[config.mk]
export PLATFORM = sky130hd
export DESIGN_NAME = p4_router_egress_ps_mux
export DESIGN_NICKNAME = d
export VERILOG_FILES = /design/src/rtl/p4_router_egress_ps_mux.sv
export SDC_FILE = /design/constraint.sdc
export NUM_CORES = 1
export LEC_CHECK = 0
export BUFFER_PORTS_ARGS = -buffer_cell sky130_fd_sc_hd__buf_2
export CAP_MARGIN = 20
export CORE_ASPECT_RATIO = 0.6
export CORE_MARGIN = 3
export CORE_UTILIZATION = 25
export DETAILED_ROUTE_END_ITERATION = 12
export SLEW_MARGIN = 15
export SYNTH_ARGS = -nofsm -noshare
export SYNTH_HDL_FRONTEND = slang
export SYNTH_SLANG_ARGS = --single-unit
[constraint.sdc]
create_clock -name clk -period 1.5 [get_ports clk]
set_input_delay 0.15 -clock clk [delete_from_list [all_inputs] [get_ports clk]]
set_output_delay 0.15 -clock clk [all_outputs]
set_load 0.02 [all_outputs]
[src/rtl/p4_router_egress_ps_mux.sv]
// Packet-granular round-robin merge of per-link 8-bit egress AXIS streams into one tid-tagged stream.
// Optional per-link packet/truncation counters are built when P4_EGR_MUX_STATS_EN is defined.
`timescale 1ns/1ps

module p4_router_egress_ps_mux #(
  parameter  int unsigned NUM_LINKS = 4,
  parameter  int unsigned MTU_BYTES = 2000,
  localparam int unsigned ID_WIDTH  = (NUM_LINKS > 1) ? $clog2(NUM_LINKS) : 1
) (
  input  logic                      clk,
  input  logic                      sresetn,
  input  logic [NUM_LINKS-1:0][7:0] egress_in_tdata_i,
  input  logic [NUM_LINKS-1:0]      egress_in_tvalid_i,
  input  logic [NUM_LINKS-1:0]      egress_in_tlast_i,
  output logic [NUM_LINKS-1:0]      egress_in_tready_o,
  output logic [7:0]                merged_out_tdata_o,
  output logic                      merged_out_tvalid_o,
  input  logic                      merged_out_tready_i,
  output logic                      merged_out_tlast_o,
  output logic [ID_WIDTH-1:0]       merged_out_tid_o,
  output logic                      merged_out_tuser_o
`ifdef P4_EGR_MUX_STATS_EN
  ,
  output logic [31:0]               pkt_count_o   [NUM_LINKS],
  output logic [15:0]               trunc_count_o [NUM_LINKS]
`endif
);

  localparam int unsigned CNT_W    = $clog2(MTU_BYTES + 1);
  localparam int unsigned LINKS_P2 = 1 << ID_WIDTH;

  typedef enum logic [1:0] {
    IDLE  = 2'd0,
    XFER  = 2'd1,
    DRAIN = 2'd2
  } state_e;

  typedef struct packed {
    logic [7:0]          data;
    logic                last;
    logic                user;
    logic [ID_WIDTH-1:0] id;
  } beat_t;

  state_e              state_q;
  logic [ID_WIDTH-1:0] grant_q;
  logic [ID_WIDTH-1:0] rr_ptr_q;
  logic [CNT_W-1:0]    byte_cnt_q;
  logic                out_valid_q;
  beat_t               out_q;

  // Inputs widened to a power of two so the grant can index them directly
  logic [LINKS_P2-1:0][7:0] data_ext;
  logic [LINKS_P2-1:0]      vld_ext;
  logic [LINKS_P2-1:0]      last_ext;
  logic [LINKS_P2-1:0]      ready_ext;

  assign data_ext = (LINKS_P2 * 8)'(egress_in_tdata_i);
  assign vld_ext  = LINKS_P2'(egress_in_tvalid_i);
  assign last_ext = LINKS_P2'(egress_in_tlast_i);

  logic                load_en_c;
  logic                cur_valid_c;
  logic                cur_last_c;
  logic [7:0]          cur_data_c;
  logic                xfer_acc_c;
  logic                trunc_c;
  logic [ID_WIDTH-1:0] next_ptr_c;

  assign load_en_c   = !out_valid_q || merged_out_tready_i;
  assign cur_valid_c = vld_ext[grant_q];
  assign cur_last_c  = last_ext[grant_q];
  assign cur_data_c  = data_ext[grant_q];
  assign xfer_acc_c  = (state_q == XFER) && cur_valid_c && load_en_c;
  assign trunc_c     = xfer_acc_c && !cur_last_c && (byte_cnt_q == CNT_W'(MTU_BYTES - 1));
  assign next_ptr_c  = (grant_q == ID_WIDTH'(NUM_LINKS - 1)) ? '0 : grant_q + ID_WIDTH'(1);

  // Round-robin search from rr_ptr upward with wrap; descending loop lets the nearest hit win
  logic                arb_hit_c;
  logic [ID_WIDTH-1:0] arb_idx_c;
  logic [ID_WIDTH:0]   arb_sum;

  always_comb begin
    arb_hit_c = 1'b0;
    arb_idx_c = '0;
    arb_sum   = '0;
    for (int i = int'(NUM_LINKS) - 1; i >= 0; i--) begin
      arb_sum = {1'b0, rr_ptr_q} + (ID_WIDTH + 1)'(i);
      if (arb_sum >= (ID_WIDTH + 1)'(NUM_LINKS)) begin
        arb_sum = arb_sum - (ID_WIDTH + 1)'(NUM_LINKS);
      end
      if (vld_ext[arb_sum[ID_WIDTH-1:0]]) begin
        arb_hit_c = 1'b1;
        arb_idx_c = arb_sum[ID_WIDTH-1:0];
      end
    end
  end

  // Only the granted link sees tready; DRAIN sinks unconditionally
  always_comb begin
    ready_ext = '0;
    if (sresetn) begin
      if (state_q == XFER) begin
        ready_ext[grant_q] = load_en_c;
      end else if (state_q == DRAIN) begin
        ready_ext[grant_q] = 1'b1;
      end
    end
  end

  assign egress_in_tready_o = ready_ext[NUM_LINKS-1:0];

  always_ff @(posedge clk) begin
    if (!sresetn) begin
      state_q     <= IDLE;
      grant_q     <= '0;
      rr_ptr_q    <= '0;
      byte_cnt_q  <= '0;
      out_valid_q <= 1'b0;
      out_q       <= '0;
    end else begin
      if (load_en_c) begin
        out_valid_q <= xfer_acc_c;
      end
      if (xfer_acc_c) begin
        out_q.data <= cur_data_c;
        out_q.last <= cur_last_c || trunc_c;
        out_q.user <= trunc_c;
        out_q.id   <= grant_q;
      end
      case (state_q)
        IDLE: begin
          if (arb_hit_c) begin
            grant_q <= arb_idx_c;
            state_q <= XFER;
          end
        end
        XFER: begin
          if (xfer_acc_c) begin
            if (cur_last_c) begin
              byte_cnt_q <= '0;
              rr_ptr_q   <= next_ptr_c;
              state_q    <= IDLE;
            end else begin
              byte_cnt_q <= byte_cnt_q + CNT_W'(1);
              if (trunc_c) begin
                state_q <= DRAIN;
              end
            end
          end
        end
        DRAIN: begin
          if (cur_valid_c && cur_last_c) begin
            byte_cnt_q <= '0;
            rr_ptr_q   <= next_ptr_c;
            state_q    <= IDLE;
          end
        end
        default: state_q <= IDLE;
      endcase
    end
  end

  assign merged_out_tvalid_o = out_valid_q;
  assign merged_out_tdata_o  = out_q.data;
  assign merged_out_tlast_o  = out_q.last;
  assign merged_out_tuser_o  = out_q.user;
  assign merged_out_tid_o    = out_q.id;

`ifdef P4_EGR_MUX_STATS_EN
  // Saturating per-link counters, bumped when the packet's final output beat loads
  for (genvar k = 0; k < int'(NUM_LINKS); k++) begin : g_stats
    logic [31:0] pkt_q;
    logic [15:0] trunc_q;
    logic        hit_c;

    assign hit_c = xfer_acc_c && (grant_q == ID_WIDTH'(k));

    always_ff @(posedge clk) begin
      if (!sresetn) begin
        pkt_q   <= '0;
        trunc_q <= '0;
      end else if (hit_c) begin
        if ((cur_last_c || trunc_c) && (pkt_q != '1)) begin
          pkt_q <= pkt_q + 32'd1;
        end
        if (trunc_c && (trunc_q != '1)) begin
          trunc_q <= trunc_q + 16'd1;
        end
      end
    end

    assign pkt_count_o[k]   = pkt_q;
    assign trunc_count_o[k] = trunc_q;
  end
`endif

endmodule
# --- Word-level counts from Yosys, hierarchy flattened ---
# Index checks and enable logic that the tools add are counted.
classes:
  add_sub_neg: 9
  n_lt_le_gt_ge: 10
  eq_ne: 9
  muxes: 46
  bitwise_logic: 1
  reduce_logical: 16
ops:
  columns: ["operator", "count"]
  rows:
  - ["two-way mux 2 bit", 17]
  - ["two-way mux 11 bit", 3]
  - ["one-hot mux 11 bit (2 select lines)", 1]
  - ["binary-select mux 8 bit (select 2 bit)", 1]
  - ["less-than comparator 2 x 3 -> 1 bit (second input constant)", 5]
  - ["binary-select mux 1 bit (select 2 bit)", 6]
  - ["two-way mux 4 bit", 3]
  - ["adder 11 x 1 -> 11 bit (second input constant)", 1]
  - ["equality test 11 bit (second input constant)", 1]
  - ["two-way mux 1 bit", 11]
  - [">= comparator 3 bit (second input constant)", 3]
  - ["two-way mux 8 bit", 1]
  - ["AND reduction 4 bit", 2]
  - ["subtractor 2 x 1 -> 2 bit (second input constant)", 4]
  - ["adder 2 x 2 -> 3 bit (second input constant)", 2]
  - ["logical AND 1 bit", 6]
  - ["inequality test 2 bit (second input constant)", 3]
  - ["one-hot mux 2 bit (3 select lines)", 1]
  - ["AND 4 bit", 1]
  - ["equality test 2 bit (second input constant)", 2]
  - ["one-hot mux 2 bit (2 select lines)", 1]
  - ["adder 2 x 1 -> 3 bit (second input constant)", 1]
  - [">= comparator 2 x 3 -> 1 bit (second input constant)", 1]
  - ["inequality test 3 bit (second input constant)", 1]
  - ["11 further kinds", 13]
totals:
  regBits: 30
  input_bits: 43
  word_cells: 100

# --- Depth between registers and ports, before layout ---
# Gate-level depths: netlist of run 1.
logic_depth:
  depth_word: 11
  depth_mapped: 6
  mapped_depth_nobuf: 5

# --- Worst setup path before layout of run 1 ---
# Ideal clock, no wire load.
synth_path:
  path_kind: "register to register"
  start: "register grant_q[0]"
  end: "register byte_cnt_q[6]"
  setup_time_ns: 0.070
  arrival_time_ns: 1.555
  required_time_ns: 1.430
  setup_slack_ns: -0.124
  path_stages_with_launch: 7
  path_buffers: 2
  synth_period_minus_slack_ns: 1.624
  cell_sequence: "dfxtp_1 > buf_4 > mux4_2 > a22oi_4 > buf_4 > o21ai_0 > a21oi_1"
synth_via:
  elab_chain_cells: 6
  word_cells_on_any_way: 13
  classes_between: "eq/ne (2); mux (7); reduce/logical (4)"
synth_rtl:
  columns: ["item", "line", "source"]
  rows:
  - ["start: declaration", "46", "logic [ID_WIDTH-1:0] grant_q;"]
  - ["start signal: assignment", "134", "grant_q <= arb_idx_c;"]
  - ["binary-select mux 1 bit (select 2 bit)", "71", "assign cur_valid_c = vld_ext[grant_q];"]
  - ["two-way mux 1 bit (not written as such)", "71", null]
  - ["logical AND 1 bit (2 in a row)", "74", "assign xfer_acc_c = (state_q == XFER) && cur_valid_c && load_en_c;"]
  - ["inequality test 2 bit (no source line)", null, null]
  - ["AND reduction 3 bit (no source line)", null, null]
  - ["end signal: assignment", "145", "byte_cnt_q <= byte_cnt_q + CNT_W'(1);"]
  - ["end: declaration", "48", "logic [CNT_W-1:0] byte_cnt_q;"]
# Several ways; a longest one is shown, not always the timed one. The select of a mux whose other input is x is not followed.
# A chain may end at the register's enable or synchronous reset.

# --- Final worst setup path of run 1 ---
layout_path:
  start: "register grant_q[1]"
  end: "register byte_cnt_q[10]"
# Same word-level chain as after synthesis.

==> out/results.ini, run 1 <==
[die]
fp.dieW_um = 112
coreArea_sq_um = 6300
dieArea_sq_um = 7780
io_pins = 60
start_util = 0.267
die_y_um = 69.5
rows = 22

[sta]
fmaxAchievable_ghz = 0.610
setup_viol = 29
setup_slack_ns = -0.140
fin_crit_sh = 1.09
max_slew_margin = 0.788
final_hold_viol_count = 0
finClkSkew_ns = 0.00353
rsz0062_at_grt = yes
finalMaxSlewViolations = 0
fin_setup_tns_ns = -2.17
min_period_ns = 1.64
worst_slew_pin_slew_ns = 0.315

[placement]
io_buffers = 59
dpl.cell_count = 351
routabilityCongestion = 0.767
dpl.hpwl_um = 3690

[cts]
hold_buffers = 0
clockBufferDepth = 2
cts-root-buf = clkbuf_8
clock-sinks = 30
path_clk_slew_ns = 0.07
cts_made_buffers = 5
tritoncts = built
worstSkewPairLatency_ns = 0.29
htreeDepth = 2

[global_route]
grt_pass1_wl_um = 7620
grt_pass1_vias = 1611
grt_max_degree = 18
antenna_found_initial = 0
overflow = 0
grtUsageTotal = 0.123

[synth]
syn_area_per_cell_sq_um = 8.85
synth_edf_count = 0
synth.distinct_cells = 35
yosysSeqAreaShare = 0.357
yosys_warnings = 0
synth_area_sq_um = 1680
async_flop_share = 0
syn_nets = 238
ys_seq_elements = 30
syn-instance-count = 190
synthFlopType = dfxtp_1

[setup_path]
arrival_ns = 1.87
cpMaxStageDelayCell = mux4_2
crit_chain = mux4_2 > buf_2 > nand4_1 > or3_1 > a21oi_1
worstSetupStartpointType = register
critical-path-max-stage-delay_ns = 0.46
required_ns = 1.73
worstSetupPathType = register to register
ff2ff_path_depth = 5
critPathMaxFanout = 5
end_kind = register

[cells_and_area]
syn_to_final_growth_pct = 47.0
finalCoreUtilization = 0.392
layout_common_cells = buf_2 (59), buf_4 (28), a21oi_1 (27)
layout_commonest_cell = buf_2
fin_cells = 364
n_antenna_cell = 0
nFillCells = 655
drive_gt1_frac = 0.450
nNetsFinal = 327

[routing]
antenna_left = 0
drc = 0
wirelength_um = 4880
vias = 1746
firstDrtPassIters = 5
vias_per_cell = 4.80
wl_per_cell_um = 13.4
drt_iter0_markers = 87

[run_status]
failed_checks = setup timing
status = complete, but fails checks

[power]
power.density_nw_per_um2 = 828
power_mw = 2.05
power_leakage_nw = 1.06
ir_drop_mv = 0.338

[worst_hold_path]
hp-class = input pin to register
min_path_cells = 2

[run]
cap_viol_max_count = 0

final timing paths:
check | from | endpoint | slack [ns]
setup / recovery | grant_q[1] | byte_cnt_q[10] | -0.14
hold / removal | sresetn | state_q[1] | 0.14
setup reg to reg | grant_q[1] | byte_cnt_q[10] | -0.14
hold reg to reg | merged_out_tdata_o[2] | merged_out_tdata_o[2] | 0.45
per-stage QoR:
step,cell area (sq um),hold WS [ns],worst slack [ns]
finish,2470,0.143,-0.140
global route,2470,0.129,-0.192
CTS,2420,0.144,-0.107
detailed placement,2260,0.448,-0.107
global placement,2260,0.441,-0.0664
floorplan,1700,0.267,-0.0949
repair_timing:
action / CTS / global route
pin swaps: 4 / 3
endpoints found under the setup margin: 31 / 32
buffers inserted: 3 / 1
resized for setup: 14 / 9
cloned: 0 / 1
state kept, by name, summed over array words and instances (netlist names):
signal	count
byte_cnt_q	11
merged_out_tdata_o	8
grant_q	2
merged_out_tid_o	2
rr_ptr_q	2
state_q	2
merged_out_tlast_o	1
merged_out_tuser_o	1
merged_out_tvalid_o	1
where the power goes:
part	total (mW)	internal (mW)	switching, mW	leakage [nW]
Combinational	0.486	0.248	0.238	0.769
Clock	0.707	0.369	0.339	0.0472
Sequential	0.853	0.831	0.0223	0.246
logic make-up after synthesis:
group	Yosys count	synth area share
AO/OA/AOI/OAI	53	0.186
adder cells (fa/ha/maj)	5	0.0372
buffers and inverters	19	0.0565
flip-flops	30	0.357
multiplexers	10	0.134
AND/OR/NAND/NOR	73	0.229
layout make-up:
| class | instances | area, sq um | share of cell area |
|---|---|---|---|
| Clock buffer | 6 | 82.6 | 0.0334 |
| Timing Repair Buffer | 92 | 583 | 0.236 |
| Sequential cell | 30 | 607 | 0.245 |
| Tap cell | 84 | 105 | 0.0425 |
| Inverter | 9 | 33.8 | 0.0137 |
| Clock inverter | 2 | 12.5 | 0.00506 |
| Multi-Input combinational cell | 141 | 1050 | 0.424 |
cells in the mapped netlist (3+ instances only):
cell | count | share of area
dfxtp_1 | 30 | 0.36
or3_1 | 11 | 0.041
ha_1 | 5 | 0.037
o21ai_0 | 11 | 0.033
o21ai_1 | 3 | 0.0089
buf_4 | 3 | 0.013
mux4_2 | 10 | 0.13
and3_1 | 3 | 0.011
nand3_1 | 3 | 0.0089
nor2b_1 | 3 | 0.011
buf_2 | 4 | 0.012
a21oi_1 | 29 | 0.086
nor2_1 | 5 | 0.011
nand4_1 | 6 | 0.022
inv_1 | 6 | 0.013
nand2_1 | 25 | 0.056
and2_1 | 8 | 0.030
worst max-delay path: cells and delay by family, from the launching register on:
family          cells  cell delay [ns]
flops               1             0.34
compound gates      1             0.14
mux                 1             0.46
simple gates        2             0.44
buf+inv             1             0.20
routing by layer:
metal  wire [um]  global-route usage  share of wire
met1        2390               0.170           0.49
met2        2060               0.175           0.42
met3         353              0.0392          0.072
met4          79              0.0540          0.016
met5           0                   0              0
No activity file was read; power rests on OpenSTA's default activity.
==> run 2, diff against run 1 <==
CAP_MARGIN = default   (was 20)
CORE_ASPECT_RATIO = 0.5   (was 0.6)
==> out/results.ini, run 2 (synthesized netlist as in run 1, its figures left out) <==
[run_status]
status = complete, but fails checks
failed_checks = setup timing

[global_route]
grt_max_degree = 23  ; +5
grtUsageTotal = 0.118  ; -0.00555
antenna_found_initial = 0  ; unchanged
overflow = 0  ; unchanged
grt_pass1_wl_um = 7460  ; -2.2%
grt_pass1_vias = 1633  ; +1.4%

[cts]
path_clk_slew_ns = 0.05  ; -0.02 ns
clockBufferDepth = 2  ; unchanged
cts_made_buffers = 5  ; unchanged
hold_buffers = 0  ; unchanged
cts-root-buf = clkbuf_16
clock-sinks = 30  ; unchanged
worstSkewPairLatency_ns = 0.27  ; -0.02 ns
tritoncts = built
htreeDepth = 2  ; unchanged

[sta]
worst_slew_pin_slew_ns = 0.294  ; -0.0217 ns
setup_viol = 24  ; -17%
min_period_ns = 1.60  ; -0.0377 ns
finClkSkew_ns = 0.00863  ; +0.00510 ns
fin_crit_sh = 1.07  ; -0.0251
final_hold_viol_count = 0  ; unchanged
fmaxAchievable_ghz = 0.624  ; +2.4%
whs_ns = 0.154  ; +0.0117 ns
finalMaxSlewViolations = 0  ; unchanged
rsz0062_at_grt = yes
setup_slack_ns = -0.102  ; +0.0377 ns
max_slew_margin = 0.803  ; +0.0149

[worst_hold_path]
min_from = sresetn
hp-class = input pin to register

[routing]
drt_iter0_markers = 46  ; -47%
vias = 1686  ; -3.4%
vias_per_cell = 4.70  ; -2.1%
antenna_left = 0  ; unchanged
drc = 0  ; unchanged
firstDrtPassIters = 4  ; -1
wirelength_um = 4660  ; -4.5%
wl_per_cell_um = 13.0  ; -3.1%

[cells_and_area]
syn_to_final_growth_pct = 47.5
regMostFlops = byte_cnt_q
layout_commonest_cell = buf_2
drive_gt1_frac = 0.454  ; +0.00387
finalCoreUtilization = 0.395  ; +0.00260
post-route-cell-area_sq_um = 2480  ; +0.30%
nNetsFinal = 318  ; -2.8%
largest_reg_flops = 11  ; unchanged
layout_common_cells = buf_2 (58), a21oi_1 (26), dfxtp_1 (26)
fin_cells = 359  ; -1.4%
n_antenna_cell = 0  ; unchanged

[die]
rows = 20  ; -9.1%
coreArea_sq_um = 6280  ; -0.36%
io_pins = 60  ; unchanged
die_y_um = 64.0  ; -8.0%
dieArea_sq_um = 7810  ; +0.35%
start_util = 0.268  ; +0.000957
fp.dieW_um = 122  ; +9.0%

[setup_path]
worstSetupPathType = register to register
arrival_ns = 1.80  ; -0.07 ns
critical-path-max-stage-delay_ns = 0.58  ; +0.12 ns
r2r_start = grant_q[1]
crit_chain = mux4_2 > nand2_1 > o21ai_1 > buf_4 > a21oi_1
cpMaxStageDelayCell = mux4_2
startpoint = grant_q[1]
critPathMaxFanout = 11  ; +6
end_kind = register
required_ns = 1.70  ; -0.03 ns
worstSetupStartpointType = register

[power]
ir_drop_mv = 0.413  ; +22%
power.density_nw_per_um2 = 935  ; +13%
power_leakage_nw = 1.04  ; -1.9%

[placement]
dpl.hpwl_um = 3490  ; -5.3%
io_buffers = 59  ; unchanged
dpl_cell_area_sq_um = 2190  ; -3.0%
dpl.cell_count = 347  ; -1.1%
routabilityCongestion = 0.716  ; -6.6%

[run]
cap_viol_max_count = 0  ; unchanged

## run 2: where the power goes
part	internal, mW	total [mW]	switching [mW]
clock network	0.655	1.00	0.346
logic	0.227	0.465	0.237
registers	0.830	0.853	0.0228
total	1.71	2.32	0.606
## run 2: path summary, 6_finish.rpt
path / endpoint / slack, ns / cells past startpoint
setup reg to reg: byte_cnt_q[7] / -0.10 / 5
hold reg to reg: merged_out_tdata_o[6] / 0.45 / 2
setup / recovery: byte_cnt_q[7] / -0.10 / 5
hold / removal: state_q[1] / 0.15 / 2
## run 2: through the flow
| stage | worst slack, ns | TNS, ns | power [mW] |
|---|---|---|---|
| 2_1_floorplan | -0.0949 | -1.20 | 1.12 |
| 3_3_place_gp | -0.0418 | -0.450 | 1.27 |
| 3_5_place_dp | -0.0886 | -1.45 | 1.28 |
| 4_1_cts | -0.0770 | -1.29 | 2.30 |
| 5_1_grt | -0.186 | -3.76 | 2.42 |
| 6_report | -0.102 | -1.54 | 2.32 |
## run 2: critical path: cells and delay by family (launching register included)
kind                   cells  cell delay [ns]
AO/OA/AOI/OAI              2             0.20
buffers and inverters      1             0.18
flip-flops                 1             0.36
multiplexers               1             0.58
AND/OR/NAND/NOR            1             0.21
## run 2: repair_timing
item | in CTS | in global routing
cloned | 0 | 2
gates resized for setup | 19 | 16
endpoints found under the setup margin | 30 | 32
pin swaps | 1 | 5
setup buffers | 2 | 1
## run 2: final cells by class
cell class,instances,area (sq um)
tap,88,110
fill,609,3800
inverter,9,33.8
multi-input combinational,141,1060
clock inverter,2,12.5
timing repair buffer,83,509
sequential,30,611
clock buffer,6,139
## run 2: per-layer routing
layer	GRT usage	vias up	routed length, um
met5	0	-	0
met4	0.0419	0	57
met3	0.0327	7	112
met2	0.198	17	2430
met1	0.145	805	2070
li1	-	857	-
==> run 3, diff against run 2 <==
ABC_AREA = 1   (was default)
==> out/results.ini, run 3 <==
[setup_path]
required_ns = 1.35  ; -0.35 ns
arrival_ns = 1.33  ; -0.47 ns
cpMaxStageDelayCell = dfxtp_2
cp_top_family = simple AND/OR/NAND/NOR gates
critPathMaxFanout = 4  ; -7
critical-path-max-stage-delay_ns = 0.33  ; -0.25 ns
crit_path_frequent_cell = nand2_1
critPathBufInv = 2  ; +1
worstSetupPathType = register to primary output
end_kind = primary output
crit_chain = buf_12 > nor2_4 > nand2_1 > nand2_1 > nand2_2 > nor2_1 > buf_4
worstSetupStartpointType = register

[placement]
io_buffers = 59  ; unchanged
routabilityCongestion = 0.830  ; +16%
dpl.cell_count = 510  ; +47%
dpl.hpwl_um = 4430  ; +27%

[routing]
firstDrtPassIters = 4  ; unchanged
vias = 2302  ; +37%
antenna_left = 0  ; unchanged
drt_iter0_markers = 82  ; +78%
vias_per_cell = 4.36  ; -7.2%
wl_per_cell_um = 11.3  ; -13%
wirelength_um = 5960  ; +28%
drc = 0  ; unchanged

[synth]
synth_area_sq_um = 2000  ; +19%
synth_area_leaders = dfxtp_1 (30%), nand2_1 (20%), nor2_1 (9.4%)
synthTopCellsByCount = nand2_1 (104), nor2_1 (50), dfxtp_1 (30), inv_1 (30), a21oi_1 (28)
synth_edf_count = 0  ; unchanged
yosysMostFrequentCell = nand2_1
ys_seq_elements = 30  ; unchanged
yosys_warnings = 0  ; unchanged
syn_nets = 382  ; +61%
netlist.area_leader.share = 0.301  ; -0.0566
async_flop_share = 0  ; unchanged
synth_top_cell_by_area = dfxtp_1
syn_area_per_cell_sq_um = 5.98  ; -32%
synthFlopType = dfxtp_1
synth.distinct_cells = 27  ; -23%
syn-instance-count = 334  ; +76%
yosysSeqAreaShare = 0.301  ; -0.0566

[cts]
htreeDepth = 2  ; unchanged
clockBufferDepth = 2  ; unchanged
cts_made_buffers = 5  ; unchanged
tritoncts = built
cts-root-buf = clkbuf_16
clock-sinks = 30  ; unchanged
worstSkewPairLatency_ns = 0.28  ; about the same
path_clk_slew_ns = 0.05  ; about the same

[sta]
worst_slew_pin_slew_ns = 0.285  ; -0.00890 ns
fin_crit_sh = 0.989  ; -0.0791
min_period_ns = 1.48  ; -0.119 ns
max_slew_margin = 0.810  ; +0.00723
finClkSkew_ns = 0.00355  ; -0.00508 ns
fmaxAchievable_ghz = 0.674  ; +8.0%
finalMaxSlewViolations = 0  ; unchanged
setup_viol = 0  ; -100%
whs_ns = 0.207  ; +0.0527 ns
rsz0062_at_grt = yes
final_hold_viol_count = 0  ; unchanged

[die]
dieArea_sq_um = 9170  ; +17%
start_util = 0.265  ; -0.00280
coreArea_sq_um = 7540  ; +20%
fp.dieW_um = 132  ; +8.6%
die_y_um = 69.2  ; +8.2%
io_pins = 60  ; unchanged
rows = 22  ; +10%

[cells_and_area]
regMostFlops = byte_cnt_q
n_antenna_cell = 0  ; unchanged
nFillCells = 815  ; +34%
syn_to_final_growth_pct = 47.6  ; about the same
layout_commonest_cell = nand2_1
fin_cells = 528  ; +47%
nNetsFinal = 467  ; +47%
largest_reg_flops = 11  ; unchanged
layout_common_cells = nand2_1 (101), buf_2 (55), nor2_1 (43)
drive_gt1_frac = 0.324  ; -0.130

[global_route]
grt_pass1_wl_um = 9630  ; +29%
overflow = 0  ; unchanged
grt_pass1_vias = 2125  ; +30%
grtUsageTotal = 0.128  ; +0.0106
antenna_found_initial = 0  ; unchanged
grt_max_degree = 19  ; -17%

[power]
switching_share = 0.337  ; +0.0759
power_leakage_nw = 1.37  ; +31%
power_mw = 3.19  ; +38%
internal-power_mw = 2.11  ; +23%
seq_power_share = 0.292  ; -0.076
switchingPower_mw = 1.08  ; +78%
ir_drop_mv = 0.395  ; -4.2%
power.density_nw_per_um2 = 1080  ; +16%
pwr-share-comb = 0.353  ; +0.153
clockPowerShare = 0.356  ; -0.076

[run_status]
status = completed

[run]
cap_viol_max_count = 0  ; unchanged

[worst_hold_path]
hp-class = input pin to register

[run 3: cell types whose count changed after synthesis, moves of 7 or more]
cell	delta
o21ai_0	+13
and2_1	-7
inv_1	+24
nor2_1	+45
nand3_1	+20
or3_1	-11
nand2_1	+79
mux4_2	-10
o22ai_1	+8
[run 3: through the flow]
step | worst slack (ns) | area [sq um] | TNS, ns | utilization
floorplan | 0.0816 | 2000 | 0 | -
global placement | 0.0302 | 2530 | 0 | 0.335
detailed placement | -0.0185 | 2530 | -0.0185 | 0.335
CTS | 0.00511 | 2760 | 0 | 0.365
global route | -0.0290 | 2950 | -0.130 | 0.391
finish | 0.0166 | 2950 | 0 | 0.391
[run 3: worst register-to-register path, stage by stage (launching register included)]
cell and delay, ns:
dfxtp_2 0.37, buf_6 0.12, nand2_1 0.06, nand2_1 0.06
nand2_1 0.08, nand2_4 0.13, nand3_4 0.12, nand2_8 0.11
buf_6 0.12, nand2_1 0.06, a21oi_2 0.13
[run 3: layer usage]
| layer | GRT usage | wire, um | vias to the layer above | part of all wire |
|---|---|---|---|---|
| met3 | 0.0428 | 344 | 5 | 0.058 |
| li1 | - | - | 1251 | - |
| met5 | 0 | 0 | - | 0 |
| met2 | 0.214 | 2850 | 46 | 0.48 |
| met1 | 0.159 | 2730 | 1000 | 0.46 |
| met4 | 0.0346 | 29 | 0 | 0.0049 |
[run 3: cells by family (layout without fill, tap and decap cells)]
| kind of cell | Yosys count | in the layout | synth area share |
|---|---|---|---|
| flip-flops | 30 | 30 | 0.301 |
| adder cells (fa/ha/maj) | 5 | 5 | 0.0313 |
| AND/OR/NAND/NOR | 190 | 191 | 0.400 |
| AO/OA/AOI/OAI | 61 | 61 | 0.159 |
| XOR/XNOR | 2 | 2 | 0.00877 |
| buffers and inverters | 46 | 131 | 0.100 |
[run 3: power groups by stage]
stage / registers (mW) / logic [mW] / clock network [mW]
floorplan: 0.974 / 0.585 / 0
finish: 0.930 / 1.12 / 1.14
detailed placement: 0.928 / 0.966 / 0
global route: 0.937 / 1.26 / 1.19
global placement: 0.925 / 0.965 / 0
CTS: 0.917 / 1.01 / 1.16
[run 3: area by class of cell]
cell class	count	area (sq um)	area share
Clock buffer	5	125	0.0424
Clock inverter	3	40.0	0.0136
Inverter	33	136	0.0462
Multi-Input combinational cell	259	1300	0.441
Sequential cell	30	616	0.209
Tap cell	108	135	0.0458
Timing Repair Buffer	90	597	0.202
[run 3: path summary, 6_finish.rpt]
path | start | cells past startpoint | slack, ns | endpoint
worst min-delay path | sresetn | 3 | 0.21 | rr_ptr_q[1]
worst max-delay path | state_q[1] | 7 | 0.02 | egress_in_tready_o[3]
worst max register to register | grant_q[0] | 10 | 0.08 | byte_cnt_q[4]
worst min register to register | merged_out_tdata_o[4] | 2 | 0.46 | merged_out_tdata_o[4]
[run 3: timing repair]
item / 4_1_cts / 5_1_grt
hold buffers: 0 / 0
pin swaps: 2 / 13
gates cloned: 0 / 1
endpoints found under the setup margin: 5 / 25
setup buffers: 3 / 6
gates resized for setup: 14 / 42
hold endpoints to repair: 0 / 0
